### src/rtl/tick_gen.sv
// Prescaled enable generator: one-cycle strobe every div+1 clocks, free-run or burst.
// Optional `TICK_GEN_RESTART_EN`: start while running re-latches config and restarts timing.
module tick_gen #(
  parameter int DIV_W = 8,
  parameter int LEN_W = 8
) (
  input  logic             clk,
  input  logic             reset,
  input  logic             start,
  input  logic             stop,
  input  logic             mode,
  input  logic [DIV_W-1:0] div,
  input  logic [LEN_W-1:0] burst_len,
  output logic             enable,
  output logic             busy,
  output logic             done,
  output logic [LEN_W-1:0] pulses
);

  typedef enum logic {IDLE, RUN} state_t;

  state_t             state_q, state_d;
  logic [DIV_W-1:0]   pre_q, pre_d;
  logic [DIV_W-1:0]   div_q, div_d;
  logic               mode_q, mode_d;
  logic [LEN_W:0]     rem_q, rem_d;
  logic               enable_q, enable_d;
  logic               busy_q, busy_d;
  logic               done_q, done_d;
  logic [LEN_W-1:0]   pulses_q, pulses_d;
  logic               accept;

  always_ff @(posedge clk or posedge reset) begin
    if (reset) begin
      state_q  <= IDLE;
      pre_q    <= '0;
      div_q    <= '0;
      mode_q   <= 1'b0;
      rem_q    <= '0;
      enable_q <= 1'b0;
      busy_q   <= 1'b0;
      done_q   <= 1'b0;
      pulses_q <= '0;
    end else begin
      state_q  <= state_d;
      pre_q    <= pre_d;
      div_q    <= div_d;
      mode_q   <= mode_d;
      rem_q    <= rem_d;
      enable_q <= enable_d;
      busy_q   <= busy_d;
      done_q   <= done_d;
      pulses_q <= pulses_d;
    end
  end

  always_comb begin
    state_d  = state_q;
    pre_d    = pre_q;
    div_d    = div_q;
    mode_d   = mode_q;
    rem_d    = rem_q;
    pulses_d = pulses_q;
    enable_d = 1'b0;
    done_d   = 1'b0;
    accept   = 1'b0;

    case (state_q)
      IDLE: begin
        if (start && !stop) accept = 1'b1;
      end
      RUN: begin
        if (stop) begin
          state_d = IDLE;
`ifdef TICK_GEN_RESTART_EN
        end else if (start) begin
          accept = 1'b1;
`endif
        // rem_q reaches 0 only on the edge that issued the final burst strobe
        end else if (mode_q && (rem_q == '0)) begin
          state_d = IDLE;
          done_d  = 1'b1;
        end else if (pre_q == div_q) begin
          enable_d = 1'b1;
          pre_d    = '0;
          pulses_d = pulses_q + LEN_W'(1);
          if (mode_q) rem_d = rem_q - (LEN_W+1)'(1);
        end else begin
          pre_d = pre_q + DIV_W'(1);
        end
      end
      default: state_d = IDLE;
    endcase

    if (accept) begin
      state_d  = RUN;
      div_d    = div;
      mode_d   = mode;
      rem_d    = (burst_len == '0) ? {1'b1, {LEN_W{1'b0}}} : {1'b0, burst_len};
      pre_d    = '0;
      pulses_d = '0;
    end

    busy_d = (state_d == RUN);
  end

  always_comb begin
    enable = enable_q;
    busy   = busy_q;
    done   = done_q;
    pulses = pulses_q;
  end

endmodule

### config.mk
export PLATFORM = sky130hd
export DESIGN_NAME = tick_gen
export DESIGN_NICKNAME = d
export VERILOG_FILES = /design/src/rtl/tick_gen.sv
export SDC_FILE = /design/constraint.sdc
export NUM_CORES = 1
export LEC_CHECK = 0
export ABC_AREA = 1
export BUFFER_PORTS_ARGS = -buffer_cell sky130_fd_sc_hd__buf_2
export CAP_MARGIN = 20
export CORE_MARGIN = 2
export CORE_UTILIZATION = 30
export CTS_CLUSTER_DIAMETER = 60
export DETAILED_ROUTE_END_ITERATION = 6
export HOLD_SLACK_MARGIN = 0.12
export PLACE_DENSITY = 0.56
export SYNTH_ARGS = -nofsm -noshare
export SYNTH_HDL_FRONTEND = slang
export SYNTH_SLANG_ARGS = --single-unit
### constraint.sdc
create_clock -name clk -period 3.9 [get_ports clk]
set_clock_uncertainty 0.2 [all_clocks]
set_input_delay 0.39 -clock clk [delete_from_list [all_inputs] [get_ports clk]]
set_output_delay 0.39 -clock clk [all_outputs]
set_load 0.03 [all_outputs]
Word level (Yosys, flattened, before mapping)
Index checks and enable logic that the tools add are counted.

Memories kept: 0. Register bits: 37. Bits in writable memories: 0. Input port bits: 21. Bits in latches: 0. ROM bits: 0.

$mul: 0. Eq/ne operators: 3. Reduce and logical (&&, ||, !) cells: 11. Mux-type cells: 30. Bitwise gates (word level): 0. Order comparisons: 0. Div/mod/pow operators: 0. Shifts and indexed selects: 0. Add/subtract/negate cells: 3.

Operators with widths (number): two-way mux 8 bit (10); two-way mux 9 bit (7); adder 8 x 1 -> 8 bit, second input constant (2); two-way mux 1 bit (13); logical NOT 9 bit (1); subtractor 9 x 1 -> 9 bit, second input constant (1); equality test 8 bit (1); logical NOT 8 bit (1); nonzero test 2 bit (3); AND reduction 5 bit (1); AND reduction 4 bit (1); AND reduction 3 bit (1); logical AND 1 bit (2); inequality test 2 x 1 -> 1 bit, second input constant (1); inequality test 2 bit, second input constant (1); logical NOT 1 bit (1).

Depth between registers and ports, before layout
Gate-level depths: netlist of run 1.

Depth in word-level cells: 7. Gate-level depth with buffers: 11. Depth with buffers taken out: 10.

Least setup slack after synthesis of run 1
Ideal clock, no wire load.

Path type: register to register. Start: register busy (netlist name). End: register rem_q[0]. Clock period less this slack: 1839 ps. Path buffers: 1. Library setup time: 117 ps. Arrival time: 1521 ps. Path slack: 2061 ps. Cell stages (with the launch flop): 8. Path through: dfrtp_1 > inv_1 > nand2_1 > inv_1 > or2_2 > clkbuf_1 > nand4_1 > nand2_1.

RTL lines: end signal, assigned (line 49) `rem_q <= rem_d;`; end, declared (line 26) `logic [LEN_W:0] rem_q, rem_d;`.

Worst setup path after layout of run 1
Start: input port stop. End: register rem_q[0].

Longest elaborated chain between the ends: 6. Elaborated cells between the ends (all ways): 11. Those cells by class: eq/ne: 2; mux: 3; reduce/logical: 6.

Ends and longest elaborated chain: start, declared (line 10) `input logic stop,`; logical NOT 1 bit (line 70) `if (start && !stop) accept = 1'b1;`; logical AND 1 bit (line 70); two-way mux 1 bit (line 70); two-way mux 1 bit (line 68) `case (state_q)`; inequality test 2 bit (no line), or another cell as far along; AND reduction 5 bit (no line).

Parallel ways exist; a longest one is shown, timed or not. A chain may end at the register's enable or synchronous reset.

==> summary.txt, run 1 <==
Status: finished clean
Drt pass-1 iters: 4
Pins over their slew limit: 0
CTS clk-pin slew, worst paths: 0.07 ns
Pleak: 1.34 nW
Hold Fails Final Rpt: 0
Critical path type: primary input to register
PD cells: 551 mW/mm^2
Initial Util: 31.2%
VDD IR-drop max: 0.000274 V
Tmin final: 2.67 ns
Sink Count: 37
Post-Synthesis Cells: 296
Critical Path AT: 2.64 ns
Top-count cell post-synth: nand2_1
RR Startpoint: busy
Critical path data required time: 3.87 ns
Pin count of the biggest net entering global routing: 38
RSZ-0062 raised after global routing: false
CP bufs+invs: 4
H-tree levels: 2
Synthesis warning total: 0
Grt ovf: 0
Die width: 88.4 um
Reg2Reg Setup Slack: 1.64 ns
Syn avg cell area: 7.21 sq um
# DRC: 0
Yosys top cell by area: dfrtp_1
Via Count: 1896
IO Count: 32
Seq pwr share: 41.9%
Share of post-route cells with drive strength above 1: 15.7%
Overall die height: 88.4 um
Switching Power: 555 uW
Setup Buffers After CTS: 0
Largest cells by area after synthesis: dfrtp_1, nand2_1, inv_1
PortBufs: 31
Root buffer cell: clkbuf_8
Sequential area share after synthesis: 43.4%
Number of antenna violations at the first check in global routing: 0
Number of global-route vias before repair: 1816
Antenna Nets Post-Route: 0
CTS Buf Count: 5
First-pass GRT wire length: 8110 um
Setup crit start kind: primary input
Mapped cell area: 0.00213 sq mm
Routability Congestion: 0.787
WL/cell: 11.1 um
MaxCap Viol Count: 0
WL final: 4720 um
Flops & latches, synth: 37
Max clock buf depth: 2
Final #Nets: 354
Vias per cell: 4.44
Crit share post-route: 68.4%
Row count: 30
Hold Slack: 0.124 ns
Diode count: 0
Post-synth EDFFs: 0
Setup TNS Final: 0 ns
Synth cell types: 24
Area grow syn2layout: 17.4%
Fillcell total: 767
Switching Share: 40.1%
Critical path's slowest cell: dlygate4sd3_1
Beginning of the critical path: stop
Max-slew headroom: 60.8%
Total GRT Usage: 13.3%
TritonCTS clock tree: yes
Worst-Skew Late Latency: 0.28 ns
Critical path's largest stage delay: 0.54 ns
Ys async rst share: 100%
Multi-input logic area: 0.00104 sq mm
Endpoints failing setup: 0
CP endpoint kind: register
Worst-path fanout max: 25
F_max: 0.375 GHz
Hold Crit Class: primary input to register
Gate power share: 37.2%
Int Pwr: 827 uW
Die area: 0.00781 sq mm
DP HPWL: 3420 um
Worst-margin pin slew: 0.587 ns
Sequential Area: 926 sq um
Critical path cell sequence: dlygate4sd3_1 > buf_2 > nor2_1 > nand2_1 > buf_4 > inv_1 > or2_2 > nand3_2 > nand2_1 > nand2_1
Critical path's most frequent cell: nand2_1
Clock power frac: 20.9%
Synth Flop Type: dfrtp_1
Initial DRC Count: 111
Synth cell count leaders: nand2_1, dfrtp_1, inv_1, nor2_1, o21ai_0
Syn_nets: 320
Yosys top cell area share: 43.4%
Worst path top cell family by delay: buffers and inverters
Core area: 0.00683 sq mm
HP Start: div[3]
==> power groups by stage <==
| stage | clock [mW] | sequential [mW] | combinational [mW] |
|---|---|---|---|
| after floorplan | 0 | 0.575 | 0.412 |
| after global placement | 0 | 0.586 | 0.502 |
| after detailed placement | 0 | 0.585 | 0.514 |
| after CTS | 0.297 | 0.579 | 0.518 |
| after global routing | 0.320 | 0.596 | 0.606 |
| final | 0.289 | 0.579 | 0.513 |
==> worst register-to-register path: stages, from the launching register on <==
cell	delay (ns)
dfrtp_1	0.38
inv_1	0.08
nand2_1	0.06
buf_4	0.22
inv_1	0.48
or2_2	0.34
nand3_2	0.21
nand2_1	0.13
nand2_1	0.05
==> final cells by class <==
type / instances / share of cell area [%]
Tap cell: 96 / 4.79
Timing Repair Buffer: 36 / 7.99
Clock inverter: 1 / 0.200
Multi-Input combinational cell: 219 / 41.6
Sequential cell: 37 / 36.9
Inverter: 31 / 4.64
Clock buffer: 7 / 3.84
==> final timing paths <==
| check | to | depth (start not counted) |
|---|---|---|
| max | rem_q[0] | 10 |
| min | div_q[3] | 3 |
| max reg2reg | rem_q[0] | 8 |
| min reg2reg | rem_q[0] | 2 |
| max in group asynchronous | div_q[6] | 4 |
| min in group asynchronous | pulses[6] | 4 |
==> placed cells by master, fill, tap and decap left out <==
master and n:
a21oi_1 6, a31oi_1 2, buf_2 31, buf_4 2, clkbuf_8 7, clkinv_2 1, dfrtp_1 37, dlygate4sd3_1 3
ha_1 3, inv_1 31, nand2_1 109, nand2_2 1, nand2_4 3, nand3_1 16, nand3_2 2, nand3b_1 4
nand4_1 13, nor2_1 27, nor2_2 2, nor3_1 3, o21a_1 1, o21ai_0 17, or2_2 3, xnor2_1 5
xor2_1 2
==> through the flow <==
stage	cells	utilization (%)	setup slack [ns]	power, mW	area (sq um)
floorplan	296	-	2.06	0.988	2130
global placement	416	34.8	1.53	1.09	2370
detailed placement	416	34.8	1.48	1.10	2370
CTS	427	36.7	1.20	1.39	2510
global route	427	36.7	1.04	1.52	2510
finish	427	36.7	1.23	1.38	2510
==> layer usage <==
layer | track usage, % | routed length [um] | vias to the layer above
met2 | 21.2 | 2220 | 29
li1 | - | - | 1006
met4 | 4.55 | 57 | 0
met1 | 17.9 | 2290 | 857
met5 | 0 | 0 | -
met3 | 2.80 | 159 | 4
==> what timing repair did <==
item / in CTS / in global routing
hold buffers: 3 / 0
gates resized for setup: 0 / 0
endpoints found under the hold margin: 39 / 0
setup endpoints to repair: 0 / 0
==> registers in the layout, indices dropped and copies added (netlist names) <==
name    flops
done        1
busy        1
div_q       8
pulses      8
enable      1
rem_q       9
pre_q       8
mode_q      1
==> cell families after synthesis <==
family / share of synthesized area [%]
AOI/OAI and AO/OA: 6.33
xor gates and xnor gates: 2.87
adders and majority gates: 1.76
buffers and inverters: 7.80
DFF: 43.4
and+or+nand+nor: 37.9
Note: power is estimated with default switching activity, not from simulation.
==> run 2: changes to the inputs <==
- clock period: 3.9 -> 2.5 ns (I/O delays scaled with it)
==> summary.txt, run 2 (same netlist as run 1, synthesis figures left out) <==
RSZ-0062 raised after global routing: false (unchanged)
Sink Count: 37 (unchanged)
Die area: 0.00781 sq mm (unchanged)
Root buffer cell: clkbuf_8 (unchanged)
Critical path's most frequent cell: nand2_1 (unchanged)
Drt pass-1 iters: 4 (unchanged)
PD cells: 817 mW/mm^2 (was 551 mW/mm^2)
Post-route setup slack: 0.308 ns (was 1.23 ns)
Core area: 0.00683 sq mm (unchanged)
Max reg flops: 9 (unchanged)
Hold Slack: 0.142 ns (was 0.124 ns)
Max-slew headroom: 67.0% (was 60.8%)
WL/cell: 11.4 um (was 11.1 um)
Largest register by flop count: rem_q (unchanged)
Area grow syn2layout: 21.5% (was 17.4%)
Antenna Nets Post-Route: 0 (unchanged)
Hold Crit Class: primary input to register (unchanged)
Routability Congestion: 0.782 (was 0.787)
Critical path cell sequence: dlygate4sd3_1 > buf_2 > nor2_1 > nand2_1 > buf_4 > nand2_1 > nand3_2 > nand2_1 > nand2_1 (was dlygate4sd3_1 > buf_2 > nor2_1 > nand2_1 > buf_4 > inv_1 > or2_2 > nand3_2 > nand2_1 > nand2_1)
Worst-path fanout max: 12 (was 25)
Setup WS pre-CTS: 0.391 ns (was 1.48 ns)
Switching Share: 41.1% (was 40.1%)
Pin count of the biggest net entering global routing: 38 (unchanged)
Share of post-route cells with drive strength above 1: 15.5% (was 15.7%)
Row count: 30 (unchanged)
Status: finished clean (unchanged)
Post-layout util: 37.9% (was 36.7%)
Hold Fails Final Rpt: 0 (unchanged)
MaxCap Viol Count: 0 (unchanged)
F_max: 0.456 GHz
Crit share post-route: 87.7%
Fillcell total: 746 (was 767)
Most common cell after layout, fill and taps aside: nand2_1 (unchanged)
Clock power frac: 19.0% (was 20.9%)
H-tree levels: 2 (unchanged)
Pins over their slew limit: 0 (unchanged)
CP endpoint kind: register (unchanged)
Initial DRC Count: 143 (was 111)
VDD IR-drop max: 0.000242 V (was 0.000274 V)
Final #Nets: 365 (was 354)
TritonCTS clock tree: yes (unchanged)
Pleak: 1.37 nW (was 1.34 nW)
Gate power share: 38.2% (was 37.2%)
CTS clk-pin slew, worst paths: 0.07 ns (about the same)
Critical path type: primary input to register (unchanged)
Switching Power: 871 uW (was 555 uW)
Int Pwr: 1.25 mW (was 827 uW)
First-pass GRT wire length: 8890 um (was 8110 um)
Vias per cell: 4.44 (about the same)
Tmin final: 2.19 ns
Diode count: 0 (unchanged)
Pwr Total: 2.12 mW (was 1.38 mW)
Setup Buffers After CTS: 0 (unchanged)
Reg2Reg Setup Slack: 0.38 ns (was 1.64 ns)
Initial Util: 31.2% (unchanged)
PortBufs: 31 (unchanged)
Via Count: 1943 (was 1896)
Grt ovf: 0 (unchanged)
Worst-Skew Late Latency: 0.29 ns (was 0.28 ns)
Die width: 88.4 um (unchanged)
Most frequent cells in the layout: nand2_1, dfrtp_1, inv_1, buf_2, nor2_1 (unchanged)
Seq pwr share: 42.8% (was 41.9%)
Setup crit start kind: primary input (unchanged)
CTS Buf Count: 5 (unchanged)
Max clock buf depth: 2 (unchanged)
Overall die height: 88.4 um (unchanged)
Critical path data required time: 2.48 ns (was 3.87 ns)
IO Count: 32 (unchanged)
Critical Path AT: 2.17 ns (was 2.64 ns)
Worst-margin pin slew: 0.494 ns (was 0.587 ns)
Number of antenna violations at the first check in global routing: 0 (unchanged)
Number of global-route vias before repair: 1943 (was 1816)
DP HPWL: 3520 um (was 3420 um)
Critical path's slowest cell: dlygate4sd3_1 (unchanged)
Total GRT Usage: 14.4% (was 13.3%)
Setup TNS Final: 0 ns (unchanged)
# DRC: 0 (unchanged)
Critical path's largest stage delay: 0.53 ns (was 0.54 ns)
WL final: 4980 um (was 4720 um)
Endpoints failing setup: 0 (unchanged)
run 2: cell count changes in the layout (fill, tap and decap cells not counted), sizes merged:
cell | before | now
buf | 33 | 35
clkinv | 1 | 2
clkbuf | 7 | 6
dlygate4sd3 | 3 | 12
run 2: worst paths after layout:
check,start,endpoint,cells after the start
worst max-delay path,stop,rem_q[2],9
worst min-delay path,burst_len[6],rem_q[6],5
worst max register to register,rem_q[0],pre_q[2],10
worst min register to register,rem_q[1],rem_q[1],2
max in group asynchronous,reset,pre_q[1],4
min in group asynchronous,reset,pulses[6],4
run 2: power groups by stage:
stage / Sequential [mW] / Clock, mW / Combinational, mW
global route: 0.932 / 0.448 / 0.955
floorplan: 0.897 / 0 / 0.643
detailed placement: 0.912 / 0 / 0.799
CTS: 0.902 / 0.420 / 0.817
global placement: 0.914 / 0 / 0.789
finish: 0.906 / 0.402 / 0.810
run 2: repair_timing:
action / 4_1_cts / 5_1_grt
endpoints found under the hold margin: 48 / 0
endpoints found under the setup margin: 0 / 0
resized for setup: 0 / 0
hold buffers: 12 / 0
run 2: stage by stage:
stage | instance area, sq um | std cells
floorplan | 2130 | 296
global placement | 2390 | 418
detailed placement | 2390 | 418
CTS | 2590 | 438
global route | 2590 | 438
finish | 2590 | 438
run 2: area by class of cell:
| class | count | area (sq um) | area share, % |
|---|---|---|---|
| inverters | 31 | 116 | 4.49 |
| clock inverters | 2 | 10.0 | 0.386 |
| clock buffers | 6 | 72.6 | 2.80 |
| flip-flops and latches | 37 | 926 | 35.7 |
| repair buffers | 47 | 305 | 11.8 |
| well taps | 96 | 120 | 4.63 |
| multi-input cells | 219 | 1040 | 40.2 |
run 2: critical path: cells and delay by family:
family,cells,cell delay (ns)
buf+inv,3,0.88
simple gates,6,1.04
run 2: metal layers:
layer / up-vias / track usage, % / routed length, um
met5: - / 0 / 0
met4: 0 / 4.13 / 28
met3: 4 / 2.52 / 179
met2: 34 / 23.5 / 2400
met1: 873 / 19.8 / 2380
li1: 1032 / - / -
